**src/rtl/wb_lsu_master_v2.sv**
```systemverilog
// Wishbone classic master for a load/store unit: one outstanding access, lane steering,
// load sign/zero extension, alignment checking and a bus-cycle timeout.
module wb_lsu_master_v2 #(
    parameter int ADDR_WIDTH = 32,
    parameter int DATA_WIDTH = 32,
    parameter int TIMEOUT    = 1023
) (
    input  logic                    i_CLK,
    input  logic                    i_RST,
    output logic [ADDR_WIDTH-1:0]   o_ADDR,
    output logic [DATA_WIDTH-1:0]   o_DATA,
    input  logic [DATA_WIDTH-1:0]   i_DATA,
    output logic                    o_WE,
    output logic [DATA_WIDTH/8-1:0] o_SEL,
    output logic                    o_STB,
    output logic                    o_CYC,
    input  logic                    i_ACK,
    input  logic                    i_ERR,
    input  logic                    i_LSU_REQ,
    input  logic [ADDR_WIDTH-1:0]   i_LSU_ADDR,
    input  logic [DATA_WIDTH-1:0]   i_LSU_DATA,
    input  logic                    i_LSU_WE,
    input  logic [1:0]              i_LSU_HB,
    input  logic                    i_LSU_UNSIGNED,
    output logic                    o_LSU_RDY,
    output logic                    o_LSU_VALID,
    output logic [DATA_WIDTH-1:0]   o_LSU_DATA,
    output logic                    o_LSU_ERR,
    output logic [1:0]              o_LSU_ERR_CODE
);

    localparam int SEL_W = DATA_WIDTH / 8;
    localparam int OFS_W = $clog2(SEL_W);
    localparam int CNT_W = (TIMEOUT < 1) ? 1 : $clog2(TIMEOUT + 1);

    typedef enum logic [1:0] {IDLE, BUS, RESP} state_t;

    state_t             state;
    state_t             state_nx;
    logic [CNT_W-1:0]   cnt;
    logic               we_q;
    logic [1:0]         hb_q;
    logic               uns_q;
    logic [OFS_W-1:0]   ofs_q;

    logic [SEL_W-1:0]      lane_mask;
    logic [SEL_W-1:0]      sel_nx;
    logic [2:0]            align_mask;
    logic [DATA_WIDTH-1:0] wdata_rep;
    logic                  illegal;
    logic                  timeout;

    // Right-aligns the addressed lanes and extends them to the full bus width.
    function automatic logic [DATA_WIDTH-1:0] extend_load(
        input logic [DATA_WIDTH-1:0] rd,
        input logic [OFS_W-1:0]      ofs,
        input logic [1:0]            hb,
        input logic                  uns
    );
        logic [DATA_WIDTH-1:0] sh;
        logic signed [7:0]     sb;
        logic signed [15:0]    sw16;
        logic signed [31:0]    sw32;
        logic [DATA_WIDTH-1:0] r;
        sh   = rd >> {ofs, 3'b000};
        sb   = sh[7:0];
        sw16 = sh[15:0];
        sw32 = sh[31:0];
        case (hb)
            2'b00: begin
                if (uns) r = DATA_WIDTH'(sh[7:0]);
                else     r = DATA_WIDTH'(sb);
            end
            2'b01: begin
                if (uns) r = DATA_WIDTH'(sh[15:0]);
                else     r = DATA_WIDTH'(sw16);
            end
            2'b10: begin
                if (uns) r = DATA_WIDTH'(sh[31:0]);
                else     r = DATA_WIDTH'(sw32);
            end
            default: r = sh;
        endcase
        return r;
    endfunction

    always_comb begin
        lane_mask  = '1;
        align_mask = 3'b111;
        wdata_rep  = i_LSU_DATA;
        case (i_LSU_HB)
            2'b00: begin
                lane_mask  = SEL_W'(1);
                align_mask = 3'b000;
                wdata_rep  = {SEL_W{i_LSU_DATA[7:0]}};
            end
            2'b01: begin
                lane_mask  = SEL_W'(3);
                align_mask = 3'b001;
                wdata_rep  = {(SEL_W/2){i_LSU_DATA[15:0]}};
            end
            2'b10: begin
                lane_mask  = SEL_W'(15);
                align_mask = 3'b011;
                wdata_rep  = {(SEL_W/4){i_LSU_DATA[31:0]}};
            end
            default: ;
        endcase
        sel_nx  = lane_mask << i_LSU_ADDR[OFS_W-1:0];
        illegal = (|(i_LSU_ADDR[2:0] & align_mask)) ||
                  ((i_LSU_HB == 2'b11) && (DATA_WIDTH == 32));
    end

    assign timeout = (cnt == CNT_W'(TIMEOUT));

    always_ff @(posedge i_CLK) begin
        if (i_RST) state <= IDLE;
        else       state <= state_nx;
    end

    always_comb begin
        state_nx = state;
        case (state)
            IDLE:    if (i_LSU_REQ) state_nx = illegal ? RESP : BUS;
            BUS:     if (i_ACK || i_ERR || timeout) state_nx = RESP;
            RESP:    state_nx = IDLE;
            default: state_nx = IDLE;
        endcase
    end

    assign o_LSU_RDY   = (state == IDLE) && !i_RST;
    assign o_LSU_VALID = (state == RESP);

    // Bus drive and response capture; the response registers hold between transactions.
    always_ff @(posedge i_CLK) begin
        if (i_RST) begin
            o_ADDR         <= '0;
            o_DATA         <= '0;
            o_WE           <= 1'b0;
            o_SEL          <= '0;
            o_STB          <= 1'b0;
            o_CYC          <= 1'b0;
            o_LSU_DATA     <= '0;
            o_LSU_ERR      <= 1'b0;
            o_LSU_ERR_CODE <= 2'b00;
            cnt            <= '0;
            we_q           <= 1'b0;
            hb_q           <= 2'b00;
            uns_q          <= 1'b0;
            ofs_q          <= '0;
        end else begin
            case (state)
                IDLE: if (i_LSU_REQ) begin
                    we_q  <= i_LSU_WE;
                    hb_q  <= i_LSU_HB;
                    uns_q <= i_LSU_UNSIGNED;
                    ofs_q <= i_LSU_ADDR[OFS_W-1:0];
                    cnt   <= '0;
                    if (illegal) begin
                        o_LSU_DATA     <= '0;
                        o_LSU_ERR      <= 1'b1;
                        o_LSU_ERR_CODE <= 2'b01;
                    end else begin
                        o_CYC  <= 1'b1;
                        o_STB  <= 1'b1;
                        o_WE   <= i_LSU_WE;
                        o_SEL  <= sel_nx;
                        o_ADDR <= {i_LSU_ADDR[ADDR_WIDTH-1:OFS_W], {OFS_W{1'b0}}};
                        o_DATA <= wdata_rep;
                    end
                end
                BUS: begin
                    if (i_ACK || i_ERR || timeout) begin
                        o_CYC      <= 1'b0;
                        o_STB      <= 1'b0;
                        o_WE       <= 1'b0;
                        o_SEL      <= '0;
                        o_ADDR     <= '0;
                        o_DATA     <= '0;
                        o_LSU_DATA <= '0;
                        o_LSU_ERR  <= 1'b1;
                        if (i_ERR) begin
                            o_LSU_ERR_CODE <= 2'b10;
                        end else if (i_ACK) begin
                            o_LSU_ERR      <= 1'b0;
                            o_LSU_ERR_CODE <= 2'b00;
                            if (!we_q) o_LSU_DATA <= extend_load(i_DATA, ofs_q, hb_q, uns_q);
                        end else begin
                            o_LSU_ERR_CODE <= 2'b11;
                        end
                    end else begin
                        cnt <= cnt + CNT_W'(1);
                    end
                end
                default: ;
            endcase
        end
    end

endmodule

```
**config.mk**
```make
export PLATFORM = sky130hd
export DESIGN_NAME = wb_lsu_master_v2
export DESIGN_NICKNAME = d
export VERILOG_FILES = /design/src/rtl/wb_lsu_master_v2.sv
export SDC_FILE = /design/constraint.sdc
export NUM_CORES = 1
export LEC_CHECK = 0
export BUFFER_PORTS_ARGS = -buffer_cell sky130_fd_sc_hd__buf_2
export CAP_MARGIN = 15
export CORE_MARGIN = 10
export CORE_UTILIZATION = 28
export CTS_CLUSTER_DIAMETER = 120
export DETAILED_ROUTE_END_ITERATION = 7
export GPL_ROUTABILITY_DRIVEN = 0
export PLACE_DENSITY = 0.53
export SLEW_MARGIN = 20
export SYNTH_ARGS = -nofsm -noshare
export SYNTH_HDL_FRONTEND = slang
export SYNTH_SLANG_ARGS = --single-unit
```
**constraint.sdc**
```tcl
create_clock -name i_CLK -period 2.5 [get_ports i_CLK]
set_clock_uncertainty 0.05 [all_clocks]
set_input_delay 0.25 -clock i_CLK [delete_from_list [all_inputs] [get_ports i_CLK]]
set_output_delay 0.25 -clock i_CLK [all_outputs]
set_load 0.005 [all_outputs]
```
* Yosys cells after proc, flatten, opt, wreduce, memory -nomap -nowiden
Index checks and enable logic that the tools add are counted.
** Storage, ports and cells
- Word-level logic and storage cells :: 95
- Bits in registers :: 123
- Output and inout port bits :: 108
- Input port bits :: 105
** Cells by class
- Shifts and indexed selects :: 2
- Bitwise operators :: 1
- Add/subtract/negate cells :: 1
- Mux-type cells :: 50
- Reductions and logical operators :: 15
- Equal/unequal tests :: 12
** Operators by type and width (count)
- 32-bit two-way mux :: 13
- 32-bit one-hot mux with 2 select lines :: 5
- 32-bit by 5-bit right shift with 32-bit output :: 1
- 10-bit two-way mux :: 2
- 10-bit one-hot mux with 2 select lines :: 1
- 2-bit two-way mux :: 8
- 4-bit one-hot mux with 2 select lines :: 2
- 4-bit two-way mux :: 3
- 10-bit by 1-bit adder with 10-bit output, second input constant :: 1
- 10-bit equality test, second input constant :: 1
- 1-bit two-way mux :: 10
- 2-bit != test, second input constant :: 5
- 3-bit one-hot mux with 3 select lines :: 1
- 2-bit one-hot mux with 2 select lines :: 2
- 4-bit AND reduction :: 2
- 2-bit by 1-bit equality test with 1-bit output, second input constant :: 3
- 2-bit equality test, second input constant :: 3
- 2-bit zero test :: 3
- 1-bit one-hot mux with 2 select lines :: 3
- 2-bit AND reduction :: 2
- 4-bit by 2-bit left shift with 4-bit output :: 1
- 3-bit bitwise AND :: 1
- 1-bit logical OR :: 3
- 3-bit AND reduction :: 1
- other kinds (4) :: 4

* Longest topological paths before layout
- Depth in word-level cells :: 8
- Mapped depth :: 7
- Depth with buffers taken out :: 5

* Worst setup path before layout
OpenSTA, ideal clock, no wires.
- Path type :: flip-flop to flip-flop
- Start :: reg cnt[0]
- End :: reg o_ADDR[19]
- Stages on the path, launching flop included :: 8
- Slack :: 0.575 ns
- Required time :: 2.333 ns
- Clock period less this slack :: 1.925 ns
- Arrival :: 1.758 ns
- Library setup time :: 0.117 ns
- Buffers on the path :: 2
- Cell sequence :: dfxtp_1 -> ha_1 -> nand2_1 -> o31a_1 -> o31a_1 -> buf_4 -> buf_6 -> a22o_1
** On the way
- Cells in the longest elaborated chain, start to end :: 4
** Ends and longest elaborated chain
- start: declaration :: RTL line 40 : logic [CNT_W-1:0] cnt;
- start signal: assignment :: RTL line 192 : cnt <= cnt + CNT_W'(1);
- 10-bit equality test :: RTL line 114 : assign timeout = (cnt == CNT_W'(TIMEOUT));
- 1-bit logical OR :: RTL line 173 : if (i_ACK || i_ERR || timeout) begin
- 2-bit != test (no source line)
- 4-bit AND reduction (no source line)
- end signal: assignment :: RTL line 168 : o_ADDR <= {i_LSU_ADDR[ADDR_WIDTH-1:OFS_W], {OFS_W{1'b0}}};
- end: declaration :: RTL line 10 : output logic [ADDR_WIDTH-1:0] o_ADDR,
No other way between the ends.
A chain may end at the register's enable or synchronous reset.

* Worst setup path in the final report
- Start :: reg cnt[0]
- End :: reg o_ADDR[28]
The elaborated chain is that of the path after synthesis.

==> metrics <==
status=finished clean; total gr overflow=0; worst-skew pair later-pin latency=a little over 400 ps; Power Density=716.2 nW/um2; max_slew headroom=37.03%; Clock Pin Slew Worst Setup and Hold Paths=50 ps; cell family contributing the most delay on the critical path=compound AO/OA/AOI/OAI gates; post-CTS setup buffers=0; Antenna Nets Post-Route=0; achievable frequency=around 440 MHz; TritonCTS clock tree=done; Power Internal=around 3.8 mW; post-synthesis compound-gate area fraction=27.12%; Seq cells post-synth=between 100 and 150; total clock sinks=121; max incr delay on CP=560 ps; Slew Limit Fails=0; number of flops mapped to enable cells by yosys=0; CP bufs+invs=1; synth top area cells=dfxtp_1 (49%), a22o_1 (10%), mux2i_1 (8.2%); reg-to-reg critical path startpoint=cnt[0]; I/O Pins=213; worst vdd ir=462.3 uV; MaxCap Viol Count=0; Remaining DRCs=0; r2r endpoint=o_ADDR[28]; syn_area_per_cell=10.27 um2; Switching Share=between 20 and 30%; Post-Synth Simple-Gate Area=8.815%; worst min path class=input pin to flop; clock network power share=47.4%; vias in the first global route=roughly 5,100; post-route cell area=7084 um2; hold slack=18.06 ps; largest net degree at the start of global routing=38; Cell Rows=48; adder-cell share of the synthesized area=0.2511%; critical path depth=6; Post-Synth XOR/XNOR Area=0.1758%; Setup crit end=o_ADDR[28]; vias per cell=between 4 and 5; type of destination of the critical path=flop; initial core utilization=28.71%; CTS resizes=0; metal2 WL=7961 um; synthesis-to-layout area growth=42.19%; startpoint types=flop; DR iter-0 viols=194; Yosys cell types=45; CTS Hold Bufs=24; top_reg_cell synth=dfxtp_1; fin crit period=between 2000 and 2500 ps; initial antenna violation count=1; die height=between 150 and 200 um; Die Span X=153.4 um; top sig layer=met5; layout cells sized above 1=37.66%; all-layer global routing usage=between 10 and 15%; Pleak=3.230 nW; Max clock buf depth=2; cell area after placement=between 6000 and 7000 um2; Num CTS Buffers=17; root buffer cell=clkbuf_16; crit path cell chain=ha_1, nand2_1, o31a_1, o31a_2, buf_4, a22o_1; Core Region=17,360 um2; Final Hold Viols=0; Post-Syn Area=4982 um2; Worst Setup SP=cnt[0]; Combinational Power Share=12.0%; M1 WL=8021 um; via count=between 4,000 and 5,000; area leader, netlist=dfxtp_1; post-synthesis mux area share=between 10% and 20%; Synth top cells by count=dfxtp_1 (121), a22o_1 (59), mux2i_1 (41); WL final=17,860 um; r2r setup slk=210 ps; largest family of logic cells by synthesized area=compound AO/OA/AOI/OAI gates; Synth top area share=48.62%; mean routed wirelength per cell=18.78 um; Final nets=819; Buffers on Ports=210; WS Path Type=flop to flop; met3 wire len=1657 um; crit-path max FO=21; Slew @ Worst Pin=944.5 ps; total die area=23,530 um2; Setup TNS Final=0 ps; Layout fillers=between 1,500 and 2,000; Worst Path Required=2750 ps; Ys Warns=0; Setup-failing EPs final=0; H-tree Lvls=4; Worst EP arrival=roughly 2500 ps; Net Switching=approximately 1.3 mW; Reg2Reg Depth=6; sequential power share=40.6%; RSZ-0062 raised after global routing=no; Detail Placement HPWL=13,510 um; Post-Syn Instances=485; critical path's slowest cell=o31a_2; Final period util=between 90% and 100%; Initial DRT Pass Iterations=4; Async SR Flop Fraction=0%; most frequent cell after synthesis=dfxtp_1; global-route wire length before repair=about 28,000 um; post-synthesis sequential area ratio=48.62%
==> power groups by stage <==
stage	Sequential (mW)	Clock [mW]	Combinational, mW
finish	2.06	2.40	0.611
global route	2.07	2.55	0.673
CTS	2.06	2.46	0.618
detailed placement	2.10	0	0.588
global placement	2.10	0	0.581
floorplan	2.09	0	0.313
==> routing by layer <==
metal / vias up / GRT usage (%)
met5: - / 0
met4: 2 / 4.453
met3: 14 / 7.043
met2: 196 / 22.38
met1: 2235 / 17.78
li1: 2296 / -
==> registers in the layout, indices dropped and copies added (netlist names), 2 cells and up <==
register,flops
cnt,10
hb_q,2
o_ADDR,30
o_DATA,32
o_LSU_DATA,32
o_LSU_ERR_CODE,2
o_SEL,4
ofs_q,2
state,2
==> placed cells by master, fill, tap and decap left out, types with 21 or more instances in the layout <==
cell type	instances
o21ai_0	21
a21oi_1	36
nor2_1	22
a22o_1	59
dfxtp_1	121
buf_2	210
nand2_1	30
o2bb2ai_1	23
mux2i_1	41
dlygate4sd3_1	24
==> per-stage QoR <==
| stage | worst slack (ps) | std cells | total power, mW | util (%) |
|---|---|---|---|---|
| after CTS | 218.4 | 950 | 5.136 | 40.80 |
| after global routing | 97.96 | 950 | 5.293 | 40.80 |
| final | 208.6 | 951 | 5.074 | 40.82 |
| after global placement | 301.4 | 895 | 2.679 | 36.08 |
| after floorplan | 575.0 | 486 | 2.405 | - |
| after detailed placement | 230.3 | 895 | 2.685 | 36.08 |
==> kinds of logic after synthesis <==
logic type	after synthesis
compound gates	175
flops	121
xor+xnor	1
fa+ha+maj	1
buf+inv	47
mux	50
simple gates	89
other cells	1
==> worst min-delay path by stage <==
| stage | to | start | depth (start not counted) |
|---|---|---|---|
| after floorplan | o_LSU_ERR | i_ACK | 1 |
| after detailed placement | o_DATA[18] | o_DATA[18] | 1 |
| after global placement | o_DATA[19] | o_DATA[19] | 1 |
| final | o_ADDR[15] | i_LSU_ADDR[15] | 2 |
| after global routing | o_ADDR[11] | i_LSU_ADDR[11] | 2 |
| after CTS | o_ADDR[3] | i_LSU_ADDR[3] | 2 |
==> area by class of cell <==
type                            instances  area [um2]  share of cell area (%)
Antenna cell                            1       2.502                 0.03532
Clock buffer                           20       456.7                   6.446
Clock inverter                         11       122.6                   1.731
Inverter                                4       15.01                  0.2119
Multi-Input combinational cell        318        2352                   33.20
Sequential cell                       121        2422                   34.19
Tap cell                              225       281.5                   3.974
Timing Repair Buffer                  251        1431                   20.20
No activity file was read; power rests on OpenSTA's default activity.
